<file path="src/rtl/scan_loader.sv">
// Serial scan-chain loader: shifts bytes MSB-first into a selected buffer chain
// while capturing the chain's returned bits, two clk cycles per serial bit.
module scan_loader #(
    parameter int buffer_size  = 12,
    parameter int buffer_width = 8
) (
    input  logic                    clk,
    input  logic                    rst,
    input  logic                    start,
    input  logic [2:0]              addr,
    input  logic                    abort,
    input  logic [buffer_width-1:0] in_data,
    input  logic                    in_valid,
    output logic                    in_ready,
    output logic                    sclk,
    output logic                    sin,
    input  logic                    sout,
    output logic                    ssel,
    output logic [2:0]              saddr,
    output logic [buffer_width-1:0] rd_data,
    output logic                    rd_valid,
    output logic                    busy,
    output logic                    done
);
    localparam int BYW = (buffer_size > 1) ? $clog2(buffer_size) : 1;
    localparam int BTW = (buffer_width > 1) ? $clog2(buffer_width) : 1;
    localparam logic [BYW-1:0] BYTE_LAST = BYW'(buffer_size - 1);
    localparam logic [BTW-1:0] BIT_LAST  = BTW'(buffer_width - 1);

    typedef enum logic [2:0] {
        IDLE, SETUP, WAIT_BYTE, SHIFT_LO, SHIFT_HI, FINISH
    } state_t;

    state_t                  state;
    logic [BYW-1:0]          byte_cnt;
    logic [BTW-1:0]          bit_cnt;
    // Only the bits still to be sent; the MSB in flight lives in sin.
    logic [buffer_width-2:0] shreg;
    logic [buffer_width-1:0] rback;

    assign in_ready = (state == WAIT_BYTE);

    always_ff @(posedge clk or posedge rst) begin
        if (rst) begin
            state    <= IDLE;
            byte_cnt <= '0;
            bit_cnt  <= '0;
            shreg    <= '0;
            rback    <= '0;
            sclk     <= 1'b0;
            sin      <= 1'b0;
            ssel     <= 1'b0;
            saddr    <= '0;
            rd_data  <= '0;
            rd_valid <= 1'b0;
            busy     <= 1'b0;
            done     <= 1'b0;
        end else begin
            rd_valid <= 1'b0;
            done     <= 1'b0;
            if (abort) begin
                // sclk and ssel drop together, so ssel never moves while sclk is high.
                state    <= IDLE;
                sclk     <= 1'b0;
                sin      <= 1'b0;
                ssel     <= 1'b0;
                busy     <= 1'b0;
                byte_cnt <= '0;
                bit_cnt  <= '0;
            end else begin
                case (state)
                    IDLE: begin
                        if (start) begin
                            state    <= SETUP;
                            saddr    <= addr;
                            ssel     <= 1'b1;
                            sclk     <= 1'b0;
                            busy     <= 1'b1;
                        end
                    end
                    SETUP: begin
                        byte_cnt <= '0;
                        bit_cnt  <= '0;
                        state    <= WAIT_BYTE;
                    end
                    WAIT_BYTE: begin
                        if (in_valid) begin
                            sin     <= in_data[buffer_width-1];
                            shreg   <= in_data[buffer_width-2:0];
                            bit_cnt <= '0;
                            state   <= SHIFT_LO;
                        end
                    end
                    SHIFT_LO: begin
                        rback <= {rback[buffer_width-2:0], sout};
                        sclk  <= 1'b1;
                        state <= SHIFT_HI;
                    end
                    SHIFT_HI: begin
                        sclk <= 1'b0;
                        if (bit_cnt != BIT_LAST) begin
                            bit_cnt <= bit_cnt + 1'b1;
                            sin     <= shreg[buffer_width-2];
                            shreg   <= shreg << 1;
                            state   <= SHIFT_LO;
                        end else begin
                            rd_data  <= rback;
                            rd_valid <= 1'b1;
                            bit_cnt  <= '0;
                            if (byte_cnt != BYTE_LAST) begin
                                byte_cnt <= byte_cnt + 1'b1;
                                state    <= WAIT_BYTE;
                            end else begin
                                ssel  <= 1'b0;
                                sin   <= 1'b0;
                                done  <= 1'b1;
                                state <= FINISH;
                            end
                        end
                    end
                    FINISH: begin
                        busy     <= 1'b0;
                        byte_cnt <= '0;
                        state    <= IDLE;
                    end
                    default: state <= IDLE;
                endcase
            end
        end
    end
endmodule

</file>
<file path="config.mk">
export PLATFORM = sky130hd
export DESIGN_NAME = scan_loader
export DESIGN_NICKNAME = d
export VERILOG_FILES = /design/src/rtl/scan_loader.sv
export SDC_FILE = /design/constraint.sdc
export NUM_CORES = 1
export LEC_CHECK = 0
export ABC_AREA = 1
export BUFFER_PORTS_ARGS = -buffer_cell sky130_fd_sc_hd__buf_4
export CAP_MARGIN = 20
export CORE_UTILIZATION = 45
export CTS_BUF_LIST = sky130_fd_sc_hd__clkbuf_4 sky130_fd_sc_hd__clkbuf_8
export DETAILED_ROUTE_END_ITERATION = 7
export GPL_ROUTABILITY_DRIVEN = 1
export MAX_ROUTING_LAYER = met4
export PLACE_DENSITY_LB_ADDON = 0.3
export SLEW_MARGIN = 40
export SYNTH_ARGS = -nofsm -noshare
export SYNTH_HDL_FRONTEND = slang
export SYNTH_SLANG_ARGS = --single-unit
</file>
<file path="constraint.sdc">
create_clock -name clk -period 1.4 [get_ports clk]
set_input_delay 0.07 -clock clk [delete_from_list [all_inputs] [get_ports clk]]
set_output_delay 0.07 -clock clk [all_outputs]
set_load 0.01 [all_outputs]
</file>
**Word level (Yosys, flattened, before mapping)**

Cells that the tools add are included.

- Bits in registers: 42
- Input port bits: 17
- Word-level logic and storage cells: 90

- $add $sub $neg: 2
- Equal/unequal tests: 15
- Multiplexer cells: 38
- Bitwise logic cells: 2
- Reductions and logical operators: 20

Operators with widths:

| cell | number |
|---|---|
| 2-to-1 mux 3 bit | 8 |
| != test 3 bit, second input constant | 6 |
| 2-to-1 mux 1 bit | 17 |
| one-hot mux 3 bit (5 select lines) | 1 |
| 2-to-1 mux 7 bit | 2 |
| one-hot mux 7 bit (2 select lines) | 1 |
| 2-to-1 mux 4 bit | 3 |
| AND reduction 3 bit | 4 |
| nonzero test 3 bit | 4 |
| AND reduction 2 bit | 5 |
| one-hot mux 3 bit (3 select lines) | 1 |
| != test 4 bit, second input constant | 2 |
| one-hot mux 4 bit (2 select lines) | 1 |
| AND reduction 4 bit | 2 |
| nonzero test 4 bit | 2 |
| equality test 3 x 2 -> 1 bit, second input constant | 2 |
| equality test 3 bit, second input constant | 2 |
| one-hot mux 1 bit (2 select lines) | 3 |
| adder 4 x 1 -> 4 bit, second input constant | 1 |
| != test 2 bit, second input constant | 2 |
| adder 3 x 1 -> 3 bit, second input constant | 1 |
| equality test 3 x 1 -> 1 bit, second input constant | 1 |
| zero test 3 bit | 1 |
| one-hot mux 1 bit (3 select lines) | 1 |
| 3 further kinds | 4 |

**Depth between registers and ports, before layout**

- Depth after elaboration: 5
- Mapped depth: 9

**Worst setup path after synthesis**

Ideal clock, no wire load.

- Kind: reg2reg
- Start: reg bit_cnt[0]
- End: reg rd_data[3]
- Data arrival time: 1350 ps
- Required time: 1284 ps
- Path slack: -66 ps
- Stages on the path, launching flop included: 9
- Buffers on the path: 1
- Clock period less this slack: 1466 ps
- Cells stage by stage: dfrtp_1 ha_1 ha_1 inv_1 nor2_1 nand3_1 buf_2 nand2_1 nand2_1

- Cells in the longest elaborated chain, start to end: 3

RTL lines:

| what | RTL line | source |
|---|---|---|
| start, declared | 36 | `logic [BTW-1:0] bit_cnt;` |
| start signal, assigned | 102 | `bit_cnt <= bit_cnt + 1'b1;` |
| != test 3 bit | 101 | `if (bit_cnt != BIT_LAST) begin` |
| inverter 1 bit (no line) | n/a |  |
| AND reduction 3 bit (no line) | n/a |  |
| end signal, assigned | 107 | `rd_data <= rback;` |
| end, declared | 20 | `output logic [buffer_width-1:0] rd_data,` |

Every way passes these cells.
A chain may end at the register's enable or synchronous reset.

**Worst setup path in the final report**

- Start: reg bit_cnt[1]
- End: reg bit_cnt[0]

- Cells in the longest elaborated chain, start to end: 4

RTL lines:

| what | RTL line | source |
|---|---|---|
| != test 3 bit | 101 |  |
| 2-to-1 mux 3 bit | 101 |  |
| one-hot mux 3 bit (3 select lines) | 71 | `case (state)` |
| 2-to-1 mux 3 bit | 61 | `if (abort) begin` |

Every way passes these cells.

==> impl_results.md <==
* Tmin final at 1.45 ns
* Rel. slew slack at 64.2%
* Core region area at 0.00414 mm²
* Detailed Route Iter0 Violations at 107
* Post-synth EDFFs at 0
* Static leakage at 1.51 nW
* Average wire per standard cell at 12.6 µm
* Multi-input gate area at 990 µm²
* Switching share of power at 29.8%
* Sequential power share at 44.0%
* Primary FF master, synth: dfrtp_1
* Vias/cell at 4.98
* Row count at 23
* Non-Filler Instances at 361
* Top layer in use: met4
* Final hold vios at 0
* Yosys cell types at 24
* First-pass GRT wire length at 6740 µm
* Placed insts at 344
* HPWL Detailed at 2920 µm
* Setup TNS at -0.200 ns
* Final WL at 4570 µm
* Die ar. at 0.00474 mm²
* IO Port Bufs at 34
* Clock transition at path regs at 0.08 ns
* Critical Path End Type: register
* Met2 WL at 2090 µm
* Psw at 1.14 mW
* Sink Count at 42
* Unrepaired setup endpoints after global routing: true
* Clock group share of total power at 31.4%
* Yosys Warn Count at 0
* Routed Antenna Nets at 0
* Outcome: complete, but fails checks
* Netlist Area Pre-Place at 0.00201 mm²
* Largest net degree at the start of global routing at 43
* Critical Path, Cell by Cell: ha_4 > ha_4 > inv_2 > nand2_2 > nor2_4 > inv_2 > or2_0 > nand2_1
* Gr usage total at 20.6%
* Vias in the first global route at 1516
* CP max stage delay at 0.42 ns
* Critical path class: reg -> reg
* Crit-path slowest cell: dfrtp_1
* Area growth syn-to-layout at 42.2%
* Slew Limit Fails at 0
* Mapped Nets at 267
* Initial antenna violation count at 0
* Root buf cell: clkbuf_8
* DRC viols at 0
* Global placement routability congestion at 0.842
* Crit-path max FO at 2
* Vias at 1798
* Fin util at 68.9%
* Height of the chip at 68.8 µm
* Combinational power share at 24.6%
* I/O Pins at 35
* TritonCTS clock tree: done
* Tightest Pin Transition at 0.537 ns
* Initial Util at 48.5%
* Syn Area/Cell at 8.17 µm²
* FILL cells at 329
* Ys async rst share at 100%
* Highest clock rate at 692 MHz
* Drt pass-1 iters at 4
* Die W at 68.8 µm
* GRT overflow at 0
* Final setup viols at 14
* Number of buffers created by CTS at 5
* P_int at 2.68 mW
* FF+latch count, synth at 42
* Total of max-cap violations at 0
* Failing checks: negative setup slack
* Post-synthesis sequential area ratio at 52.3%
* Register cell area after layout at 0.00105 mm²
* Synthesized instance count at 246
* Clock latency on the worst-skew pair at 0.31 ns
* Startpoint Class: register
* Fin crit share at 103%
* Worst clock skew at 0.00865 ns
* Nets at 331
* Worst path arrival time at 1.69 ns
* Worst hold path class: in -> reg
* WL met1 at 2220 µm
* Worst Slack Setup Final at -0.0458 ns
* Worst Path Required at 1.65 ns
* Antenna Cells at 0
* H-tree levels at 2
* WL met3 at 184 µm
* CTS max path bufs at 2
* Pwr per Cell Area at 1340 mW/mm²
* VDD IR max at 1.01 mV
* Layout cells sized above 1 at 36.7%
worst paths after layout:
path / startpoint / endpoint / slack (ns) / depth (start not counted)
max in group asynchronous: rst / state[2] / 0.54 / 4
worst max register to register: bit_cnt[1] / bit_cnt[0] / -0.05 / 8
worst min register to register: shreg[5] / shreg[5] / 0.48 / 2
worst max-delay path: bit_cnt[1] / bit_cnt[0] / -0.05 / 8
min in group asynchronous: rst / saddr[2] / 0.45 / 4
worst min-delay path: sout / rback[0] / 0.008 / 3
registers in the layout (all words and copies together) (netlist names):
register	count
bit_cnt	3
done	1
busy	1
sclk	1
ssel	1
state	3
rback	8
rd_valid	1
saddr	3
rd_data	8
byte_cnt	4
shreg	7
sin	1
cell usage after synthesis, types with 2 or more instances:
cell type	number	share of area, %
buf_2	2	0.50
nand3b_1	2	0.75
inv_1	24	4.5
buf_6	2	1.1
ha_1	4	2.5
a21oi_1	6	1.5
nand2_1	94	18
nand3_1	17	4.2
o21ai_0	13	3.2
nand2_2	3	0.93
nand4_1	5	1.6
nor2_4	2	1.1
o21ai_1	10	2.5
dfrtp_1	42	52
nor2_1	11	2.1
through the flow:
stage	hold WS [ns]	worst slack [ns]	area [µm²]	total power, mW
6_report	0.00813	-0.0458	2860	3.82
5_1_grt	0.0251	-0.0940	2860	4.03
4_1_cts	0.00836	-0.00274	2670	3.77
3_5_place_dp	0.249	-0.0562	2470	2.55
3_3_place_gp	0.240	-0.0157	2470	2.52
2_1_floorplan	0.136	0.0187	2020	2.21
metal layers:
metal / up-vias / global-route usage [%]
li1: 913 / -
met1: 839 / 27.3
met2: 40 / 29.4
met3: 6 / 5.76
met4: 0 / 8.93
met5: - / -
placed cells by master, fill, tap and decap left out, types with 2 or more instances in the layout:
cell	instances
buf_4	55
a21oi_1	6
clkbuf_8	6
ha_4	3
inv_1	20
bufinv_16	2
nand2_2	14
nand3_1	15
nor2_4	4
dfrtp_1	40
inv_4	2
o21ai_1	12
nor2_1	9
nand2_4	6
nand3b_1	2
o21ai_0	5
buf_12	2
nand2_1	78
inv_2	3
dlygate4sd3_1	2
dfrtp_2	2
o21ai_2	7
nand4_1	5
worst max-delay path, delay by kind of cell (launching register included):
kind	cells	cell delay, ns
simple gates	4	0.48
flops	1	0.42
fa+ha+maj	2	0.35
buf+inv	2	0.12
logic make-up after synthesis:
kind of cell	Yosys count	synth area share, %
adders and majority gates	4	2.49
AOI/OAI and AO/OA	31	8.47
DFF	42	52.3
and+or+nand+nor	140	30.4
buffers and inverters	29	6.29
final cells by class:
cell class / count / share of cell area, %
timing repair buffer: 61 / 17.8
inverter: 25 / 3.46
sequential: 42 / 36.9
clock buffer: 6 / 2.89
multi-input combinational: 175 / 34.6
tap: 50 / 2.19
clock inverter: 2 / 2.10
power groups by stage:
stage / combinational, mW / clock, mW / sequential, mW
5_1_grt: 1.06 / 1.25 / 1.72
4_1_cts: 0.879 / 1.21 / 1.68
3_3_place_gp: 0.830 / 0 / 1.69
3_5_place_dp: 0.859 / 0 / 1.69
6_report: 0.940 / 1.20 / 1.68
2_1_floorplan: 0.515 / 0 / 1.69
what timing repair did:
item	in CTS	in global routing
cloned	0	1
buffers inserted	0	6
pin swaps	5	13
endpoints found under the setup margin	24	39
hold buffers	2	0
hold endpoints to repair	44	0
resized for setup	10	43
Note: power is estimated with default switching activity, not from simulation.
